[src/rtl/adder_rr_arbiter_pkg.sv]
// ---------------------------------------------------------------------------
// adder_rr_arbiter_pkg
// Shared definitions for the round-robin adder arbiter:
//   - FSM state encoding (IDLE / EXEC / RESP)
//   - operand width of the shared adder
//   - packed operand bundle latched at grant time
// No ports (package).
// ---------------------------------------------------------------------------
package adder_rr_arbiter_pkg;

   localparam int OPW = 32;

   localparam logic [1:0] ST_IDLE = 2'd0;
   localparam logic [1:0] ST_EXEC = 2'd1;
   localparam logic [1:0] ST_RESP = 2'd2;

   typedef struct packed {
      logic [OPW-1:0] a;
      logic [OPW-1:0] b;
      logic           cin;
   } opnd_t;

endpackage

[src/rtl/adder_rr_arbiter_adder32_cla.sv]
// ---------------------------------------------------------------------------
// adder32_cla
// Registered 32-bit carry-lookahead adder. Carries are resolved per 4-bit
// group from group generate/propagate terms; sum and carry-out are captured
// on a rising edge while enabled and otherwise hold.
// Ports:
//   clk      clock
//   rst_n_i  synchronous active-low reset, clears sum_o / cout_o
//   en_i     capture enable
//   a_i, b_i operands (OPW bits)
//   cin_i    carry-in
//   sum_o    registered sum, (a+b+cin) mod 2^OPW
//   cout_o   registered carry-out
// ---------------------------------------------------------------------------
module adder32_cla
   import adder_rr_arbiter_pkg::*;
(
   input  logic           clk,
   input  logic           rst_n_i,
   input  logic           en_i,
   input  logic [OPW-1:0] a_i,
   input  logic [OPW-1:0] b_i,
   input  logic           cin_i,
   output logic [OPW-1:0] sum_o,
   output logic           cout_o
);

   localparam int NGRP = OPW / 4;

   logic [OPW-1:0]  gen;
   logic [OPW-1:0]  prop;
   logic [NGRP-1:0] grp_g;
   logic [NGRP-1:0] grp_p;
   logic [OPW-1:0]  sum_d;
   logic            cout_d;
   logic            gcarry;
   logic            bcarry;

   always_comb begin
      gen   = a_i & b_i;
      prop  = a_i ^ b_i;
      grp_g = '0;
      grp_p = '0;
      for (int k = 0; k < NGRP; k++) begin
         grp_g[k] = gen[4*k+3]
                  | (prop[4*k+3] & gen[4*k+2])
                  | (prop[4*k+3] & prop[4*k+2] & gen[4*k+1])
                  | (prop[4*k+3] & prop[4*k+2] & prop[4*k+1] & gen[4*k]);
         grp_p[k] = &prop[4*k +: 4];
      end
   end

   // Group carries chain through the lookahead terms; bits inside a group
   // are derived from that group's carry-in.
   always_comb begin
      sum_d  = '0;
      gcarry = cin_i;
      bcarry = 1'b0;
      for (int k = 0; k < NGRP; k++) begin
         bcarry = gcarry;
         for (int j = 0; j < 4; j++) begin
            sum_d[4*k+j] = prop[4*k+j] ^ bcarry;
            bcarry       = gen[4*k+j] | (prop[4*k+j] & bcarry);
         end
         gcarry = grp_g[k] | (grp_p[k] & gcarry);
      end
      cout_d = gcarry;
   end

   always_ff @(posedge clk) begin
      if (!rst_n_i) begin
         sum_o  <= '0;
         cout_o <= 1'b0;
      end else if (en_i) begin
         sum_o  <= sum_d;
         cout_o <= cout_d;
      end
   end

endmodule

[src/rtl/adder_rr_arbiter.sv]
// ---------------------------------------------------------------------------
// adder_rr_arbiter
// Shares one registered 32-bit adder among NREQ requesters. A round-robin
// grant is issued combinationally in IDLE, operands are latched, the adder
// runs for one cycle in EXEC, and the result is presented in RESP until the
// consumer accepts it.
// Ports:
//   clk        clock
//   rst        synchronous active-high reset
//   req_valid  per-requester request            [NREQ]
//   req_ready  per-requester accept (one-hot/0) [NREQ]
//   req_a      operand A, requester i at [32i+31:32i]
//   req_b      operand B, same packing
//   req_cin    per-requester carry-in          [NREQ]
//   rsp_valid  result available
//   rsp_ready  result accepted by consumer
//   rsp_id     owner of the result             [IDW]
//   rsp_sum    a+b+cin mod 2^32
//   rsp_cout   carry-out of a+b+cin
//   busy       high outside IDLE
// ---------------------------------------------------------------------------
module adder_rr_arbiter
   import adder_rr_arbiter_pkg::*;
#(
   parameter int NREQ = 4,
   parameter int IDW  = 2
) (
   input  logic                clk,
   input  logic                rst,
   input  logic [NREQ-1:0]     req_valid,
   output logic [NREQ-1:0]     req_ready,
   input  logic [NREQ*OPW-1:0] req_a,
   input  logic [NREQ*OPW-1:0] req_b,
   input  logic [NREQ-1:0]     req_cin,
   output logic                rsp_valid,
   input  logic                rsp_ready,
   output logic [IDW-1:0]      rsp_id,
   output logic [OPW-1:0]      rsp_sum,
   output logic                rsp_cout,
   output logic                busy
);

   logic [1:0]     state_q, state_d;
   logic [IDW-1:0] last_q, last_d;
   logic [IDW-1:0] gid_q;
   opnd_t          opnd_q;
   opnd_t          opnd_sel;

   logic           any_req;
   logic           found;
   logic           grant_en;
   logic [IDW-1:0] grant_idx;
   logic [IDW-1:0] cand;
   int             idx;

   logic           add_en;
   logic           add_rst_n;
   logic [OPW-1:0] add_sum;
   logic           add_cout;

   // Round-robin search: first requester at or after last_grant+1, wrapping.
   always_comb begin
      any_req   = |req_valid;
      found     = 1'b0;
      grant_idx = '0;
      idx       = 0;
      cand      = '0;
      for (int i = 1; i <= NREQ; i++) begin
         idx = int'(last_q) + i;
         if (idx >= NREQ) idx = idx - NREQ;
         cand = IDW'(idx);
         if (!found && req_valid[cand]) begin
            found     = 1'b1;
            grant_idx = cand;
         end
      end
   end

   assign grant_en  = (state_q == ST_IDLE) && any_req;
   assign req_ready = grant_en ? (NREQ'(1) << grant_idx) : '0;

   always_comb begin
      opnd_sel.a   = req_a[grant_idx*OPW +: OPW];
      opnd_sel.b   = req_b[grant_idx*OPW +: OPW];
      opnd_sel.cin = req_cin[grant_idx];
   end

   always_comb begin
      state_d = state_q;
      last_d  = last_q;
      case (state_q)
         ST_IDLE: begin
            if (any_req) begin
               state_d = ST_EXEC;
               last_d  = grant_idx;
            end
         end
         ST_EXEC: state_d = ST_RESP;
         ST_RESP: if (rsp_ready) state_d = ST_IDLE;
         default: state_d = ST_IDLE;
      endcase
   end

   always_ff @(posedge clk) begin
      if (rst) begin
         state_q <= ST_IDLE;
         last_q  <= IDW'(NREQ - 1);
      end else begin
         state_q <= state_d;
         last_q  <= last_d;
      end
   end

   // Operand and owner capture at grant time; meaningful only while busy.
   always_ff @(posedge clk) begin
      if (grant_en) begin
         opnd_q <= opnd_sel;
         gid_q  <= grant_idx;
      end
   end

   // Adder clears together with the FSM so an aborted operation leaves no
   // stale result behind.
   assign add_en    = (state_q == ST_EXEC);
   assign add_rst_n = ~rst;

   adder32_cla u_adder (
      .clk     (clk),
      .rst_n_i (add_rst_n),
      .en_i    (add_en),
      .a_i     (opnd_q.a),
      .b_i     (opnd_q.b),
      .cin_i   (opnd_q.cin),
      .sum_o   (add_sum),
      .cout_o  (add_cout)
   );

   assign rsp_valid = (state_q == ST_RESP);
   assign rsp_id    = rsp_valid ? gid_q    : '0;
   assign rsp_sum   = rsp_valid ? add_sum  : '0;
   assign rsp_cout  = rsp_valid ? add_cout : 1'b0;
   assign busy      = (state_q != ST_IDLE);

endmodule

[config.mk]
export PLATFORM = sky130hd
export DESIGN_NAME = adder_rr_arbiter
export DESIGN_NICKNAME = d
export VERILOG_FILES = /design/src/rtl/adder_rr_arbiter_pkg.sv /design/src/rtl/adder_rr_arbiter_adder32_cla.sv /design/src/rtl/adder_rr_arbiter.sv
export SDC_FILE = /design/constraint.sdc
export NUM_CORES = 1
export LEC_CHECK = 0
export CAP_MARGIN = 15
export CORE_MARGIN = 4
export CORE_UTILIZATION = 43
export DETAILED_ROUTE_END_ITERATION = 8
export GPL_TIMING_DRIVEN = 0
export PLACE_DENSITY_LB_ADDON = 0.05
export SYNTH_ARGS = -nofsm -noshare
export SYNTH_HDL_FRONTEND = slang
export SYNTH_SLANG_ARGS = --single-unit
[constraint.sdc]
create_clock -name clk -period 5.1 [get_ports clk]
set_clock_uncertainty 0.1 [all_clocks]
set_input_delay 1.02 -clock clk [delete_from_list [all_inputs] [get_ports clk]]
set_output_delay 1.02 -clock clk [all_outputs]
set_load 0.03 [all_outputs]
Word-level counts from Yosys, hierarchy flattened
Index checks and enable logic that the tools add are counted.

operators by class
  shift operators = 3
  muxes and demuxes = 28
  eq/ne operators = 4
  magnitude comparators = 9
  reductions and logical operators = 20
  add/subtract/negate cells = 8
  bitwise gates (word level) = 162

operators with widths
  kind                                                                                  count
  128-bit by 8-bit variable part select with 32-bit output                              2
  1-bit AND                                                                             72
  1-bit OR                                                                              56
  32-bit AND                                                                            1
  32-bit two-way mux                                                                    1
  4-bit AND reduction                                                                   8
  1-bit bitwise XOR                                                                     32
  32-bit bitwise XOR                                                                    1
  2-bit two-way mux                                                                     11
  2-bit by 3-bit less-than comparator with 1-bit output (second input constant)         5
  1-bit binary-select mux with 2-bit select                                             5
  3-bit greater-or-equal comparator (second input constant)                             3
  1-bit two-way mux                                                                     9
  2-bit by 1-bit subtractor with 2-bit output (second input constant)                   4
  2-bit by 2-bit adder with 3-bit output (second input constant)                        2
  2-bit one-hot mux with 3 select lines                                                 1
  2-bit by 3-bit adder with 4-bit output (second input constant)                        1
  4-bit by 3-bit greater-or-equal comparator with 1-bit output (second input constant)  1
  1-bit logical AND                                                                     4
  4-bit two-way mux                                                                     1
  2-bit AND reduction                                                                   2
  4-bit OR reduction                                                                    1
  1-bit by 2-bit << shifter with 4-bit output (first input constant)                    1
  2-bit by 1-bit adder with 3-bit output (second input constant)                        1
  other kinds (7)                                                                       9

word-level totals
  output and inout port bits = 41
  word-level logic and storage cells = 242
  flip-flop bits (word level) = 104
  input port bits = 267

Longest topological paths before layout
  depth after elaboration = 25
  gate-level depth with buffers = 12
  gate-level depth less buffers = 12

Modules after synthesis
A second synthesis with hierarchy kept.

second synthesis, totals
  cells, all modules = 750
  area total of the unflattened synthesis = 6915.4 um^2

by module, submodules not included
  module            instances  sequential area each (um^2)  cells each  area each (um^2)
  adder_rr_arbiter  1          2092.0                       512         4361.7
  adder32_cla       1          660.6                        238         2553.7

Worst setup path after synthesis
No wires, ideal clock.

  path type = in2out
  from = input req_valid[3]
  to = output req_ready[2]
  arrival time = 3.458 ns
  buffers on the path = 1
  setup slack = 0.522 ns
  cell stages on the path = 6
  data required time = 3.980 ns
  path through = nor4_1 or2_2 clkbuf_1 inv_1 nand2_1 nor2_1

between the ends
  elaborated cells between the ends (all ways) = 25
  classes of those cells = shift (1); mux (16); reduce/logical (8)

RTL lines
  item                line                    RTL
  from (decl)         adder_rr_arbiter.sv:30  input logic [NREQ-1:0] req_valid,
  4-bit OR reduction  adder_rr_arbiter.sv:63  any_req = |req_valid;
  1-bit logical AND   adder_rr_arbiter.sv:79  assign grant_en = (state_q == ST_IDLE) && any_req;
  named net grant_en  adder_rr_arbiter.sv:51  logic grant_en;
  4-bit two-way mux   adder_rr_arbiter.sv:80  assign req_ready = grant_en ? (NREQ'(1) << grant_idx) : '0;
  to (decl)           adder_rr_arbiter.sv:31  output logic [NREQ-1:0] req_ready,

The timed path passes the listed nets, and every way through them passes these cells. The select of a mux whose other input is x is not followed.

Worst setup path after layout
  from = input req_valid[3]
  to = output req_ready[2]

between the ends
  longest elaborated chain between the ends = 14
  elaborated cells between the ends (all ways) = 25
  classes of those cells = shift (1); mux (16); reduce/logical (8)

RTL lines
  item                                           line                    RTL
  1-bit binary-select mux with 2-bit select      adder_rr_arbiter.sv:72  if (!found && req_valid[cand]) begin
  1-bit two-way mux (not written as such)        adder_rr_arbiter.sv:72
  1-bit two-way mux                              adder_rr_arbiter.sv:72
  1-bit zero test                                adder_rr_arbiter.sv:72
  1-bit logical AND                              adder_rr_arbiter.sv:72
  1-bit two-way mux                              adder_rr_arbiter.sv:72
  1-bit zero test                                adder_rr_arbiter.sv:72
  1-bit logical AND                              adder_rr_arbiter.sv:72
  1-bit two-way mux                              adder_rr_arbiter.sv:72
  1-bit zero test                                adder_rr_arbiter.sv:72
  1-bit logical AND                              adder_rr_arbiter.sv:72
  2-bit two-way mux *                            adder_rr_arbiter.sv:72
  named net grant_idx[1]                         adder_rr_arbiter.sv:52  logic [IDW-1:0] grant_idx;
  1-bit by 2-bit << shifter with 4-bit output *  adder_rr_arbiter.sv:80
  4-bit two-way mux *                            adder_rr_arbiter.sv:80

The timed path passes the listed nets; every way through them passes the cells marked *. The select of a mux whose other input is x is not followed.

==> impl_results.md <==
* Row cnt at 46
* Final Hold Viols at 0
* CTS root buf: clkbuf_16
* Drt first-iter violations at between 400 and 500
* Peak Freq at between 0.2 and 0.25 GHz
* Final worst path period share at about 93%
* Core area at about 0.016 mm²
* Slew margin rel. at between 50% and 60%
* Crit path max fanout at 10
* DR pass1 iterations at 5
* Largest family of logic cells by synthesized area: simple AND/OR/NAND/NOR gates
* Vias per inst at 5.22
* Net Sw Frac at 36.7%
* Vias in the first global route at between 6,000 and 7,000
* Area share of fa/ha/maj cells after synthesis at between 10% and 20%
* Post-synthesis simple-gate area fraction at between 20% and 30%
* P_leak at between 0.004 and 0.005 µW
* Synth area leaders: edfxtp_1 29%, dfxtp_1 11%, nand2_1 10%
* Initial Util at roughly 44%
* Mux cell area share after synthesis at less than 1%
* Max rail drop VDD at approximately 0.22 mV
* Critical Path RT at between 3000 and 4000 ps
* Post-route antenna net violation count at 0
* Primary FF master, synth: edfxtp_1
* Clk_lat worst skew at between 300 and 400 ps
* DR WL/cell at 18.8 µm
* Worst-path clk slew at 70 ps
* Overall power at 3620 µW
* Synth Area in Compound Gates at just under 20%
* Placed Instances at between 1,000 and 1,500
* Post-Syn Instances at ~770
* Via count of the routed design at a little under 7,000
* CTS max path bufs at 2
* Async S/R FF share, synth at 0%
* Clk pwr share at around a fifth
* Share of the synthesized area in the top cell type at 28.8%
* Crit path kind: input pin to primary output
* CTS Buf Count at 9
* CP Capture Type: primary output
* Crit start category: input pin
* Setup TNS at 0 ps
* Logic pwr share at 45.2%
* Num ports at 308
* DRC Markers at 0
* XOR/XNOR Fraction of Synth Area at between 1 and 1.5%
* Avg Cell Area, Syn at approximately 9 µm²
* Area leader, netlist: edfxtp_1
* Final setup margin at around 340 ps
* Seq pwr share at between 30% and 40%
* Htree depth at 3
* Fin nets at around 1,400
* Grt ovf at 0
* Sw power at 1330 µW
* RD Place Congestion at between 0.8 and 0.9
* Share of post-route cells with drive strength above 1 at 4.83%
* Measured slew at the worst slew-check pin at 693 ps
* Max-slew violations at 0
* DIE HEIGHT at around 140 µm
* Diode count at 0
* Synthesis warning total at 0
* Minimum clock period at 4760 ps
* Final setup vio count at 0
* Post-cts sizing count at 0
* Syn Std Cell Area at around 0.0070 mm²
* Pin count of the biggest net entering global routing at 44
* Worst slack after detailed placement at 158 ps
* CTS tree: done
* # Max-Cap Violations at 0
* EDFF count, synth at 67
* FILL cells at ~1,400
* Outcome: finished clean
* Area taken by multi-input logic gates at 0.00386 mm²
* Die width at around 140 µm
* Die area at 0.0183 mm²
* Non-Filler Instances at about 1,300
* IO Port Bufs at around 300
* Setup Buffers After CTS at 0
* Synthesized Nets at 1,096
* Gr usage total at 26.5%
* Hold_buf cts at 0
* CTS sink cnt at between 100 and 150
* Area growth from synthesis to layout at 52.7%
* RSZ-0062 raised after global routing: false
* Seq cells post-synth at 104
* FF/Latch Area at around 0.0028 mm²
* Pint at roughly 2300 µW
* PD cells at around 340 mW/mm²
* Seq/Total Area, Yosys at between 30% and 40%
* Unique cell type count in the Yosys netlist at 40
* First-pass GRT wire length at around 37,000 µm
* Total Wirelength at between 20,000 and 25,000 µm
* Initial antenna violation count at 1
* Hold Path Class: register to register
* Post-detail-place hpwl at between 20,000 and 25,000 µm
* WP data arrival at 3640 ps
## path summary, 6_finish.rpt
check	cells after the start	slack, ps	to	from
worst max register to register	12	1360	u_adder.sum_o[31]	opnd_q[1]
worst max-delay path	10	340	req_ready[2]	req_valid[3]
worst min register to register	2	350	u_adder.sum_o[20]	u_adder.sum_o[20]
worst min-delay path	2	350	u_adder.sum_o[20]	u_adder.sum_o[20]
## cell usage after synthesis, types with 8 or more instances
cell type / number
a31oi_1: 66
buf_2: 12
nor2_1: 17
clkbuf_1: 35
edfxtp_1: 67
a21oi_1: 36
buf_4: 8
fa_1: 24
nand2_1: 188
inv_1: 12
ha_1: 32
xnor2_1: 8
a211oi_1: 77
and2_1: 96
dfxtp_1: 37
## critical path: stages
cell and delay (ps):
clkdlybuf4s50_1 570, a31oi_1 110, o21ai_1 100, o21ai_2 170, inv_2 170, buf_4 220
buf_2 330, nand2_1 120, nor2_1 130, clkdlybuf4s50_1 690
## stage by stage
stage	hold slack (ps)	area, µm²	utilization (%)
final	351	10700	67.1
after global placement	339	10300	64.9
after floorplan	327	6970	-
after CTS	353	10600	67.0
after global routing	368	10700	67.1
after detailed placement	343	10300	65.1
## cells by family (layout without fill, tap and decap cells)
| kind of cell | count (synthesis) | count (layout) |
|---|---|---|
| buffers and inverters | 73 | 397 |
| xor gates and xnor gates | 8 | 8 |
| muxes | 1 | 1 |
| AOI/OAI and AO/OA | 201 | 201 |
| and+or+nand+nor | 330 | 330 |
| adders and majority gates | 56 | 56 |
| DFF | 104 | 104 |
## state kept, by name, indices dropped and copies added, names as in the netlist
signal / flops
opnd_q: 65
state_q: 2
gid_q: 2
u_adder.sum_o: 32
u_adder.cout_o: 1
last_q: 2
## per-layer routing
| layer | global-route usage [%] | vias to the layer above | routed length [µm] |
|---|---|---|---|
| met5 | 0 | - | 12 |
| met4 | 6.22 | 2 | 377 |
| met3 | 5.50 | 27 | 1690 |
| met2 | 45.9 | 260 | 12400 |
| met1 | 34.1 | 3183 | 10200 |
| li1 | - | 3385 | - |
## cells in the final DEF (no fill, tap or decap), types with 3 or more instances in the layout
cell type	count
a211oi_1	77
buf_4	8
buf_6	5
a31oi_1	66
nand2b_1	3
clkdlybuf4s50_1	307
nor2b_1	4
nor3_1	4
buf_2	12
o21ai_0	4
and3_1	3
fa_1	24
clkbuf_1	36
and2_0	4
dfxtp_1	37
inv_1	11
edfxtp_1	67
a21oi_1	36
nor2_1	17
clkbuf_16	10
nand2_1	188
xnor2_1	8
and2_1	96
a21o_1	6
nand4_1	3
ha_1	32
## power groups by stage
stage	Sequential [µW]	Combinational [µW]	Clock [µW]
5_1_grt	1280	1810	767
2_1_floorplan	1250	960	0
3_5_place_dp	1280	1620	0
6_report	1260	1640	725
3_3_place_gp	1280	1580	0
4_1_cts	1260	1630	733
## cell type report
class / count / share of cell area, %
sequential: 104 / 25.8
tap: 216 / 2.54
multi-input combinational: 596 / 36.3
clock inverter: 5 / 0.540
buffer: 60 / 2.89
timing repair buffer: 308 / 29.0
clock buffer: 11 / 2.38
inverter: 13 / 0.482
Power figures use the tool's default switching activity.
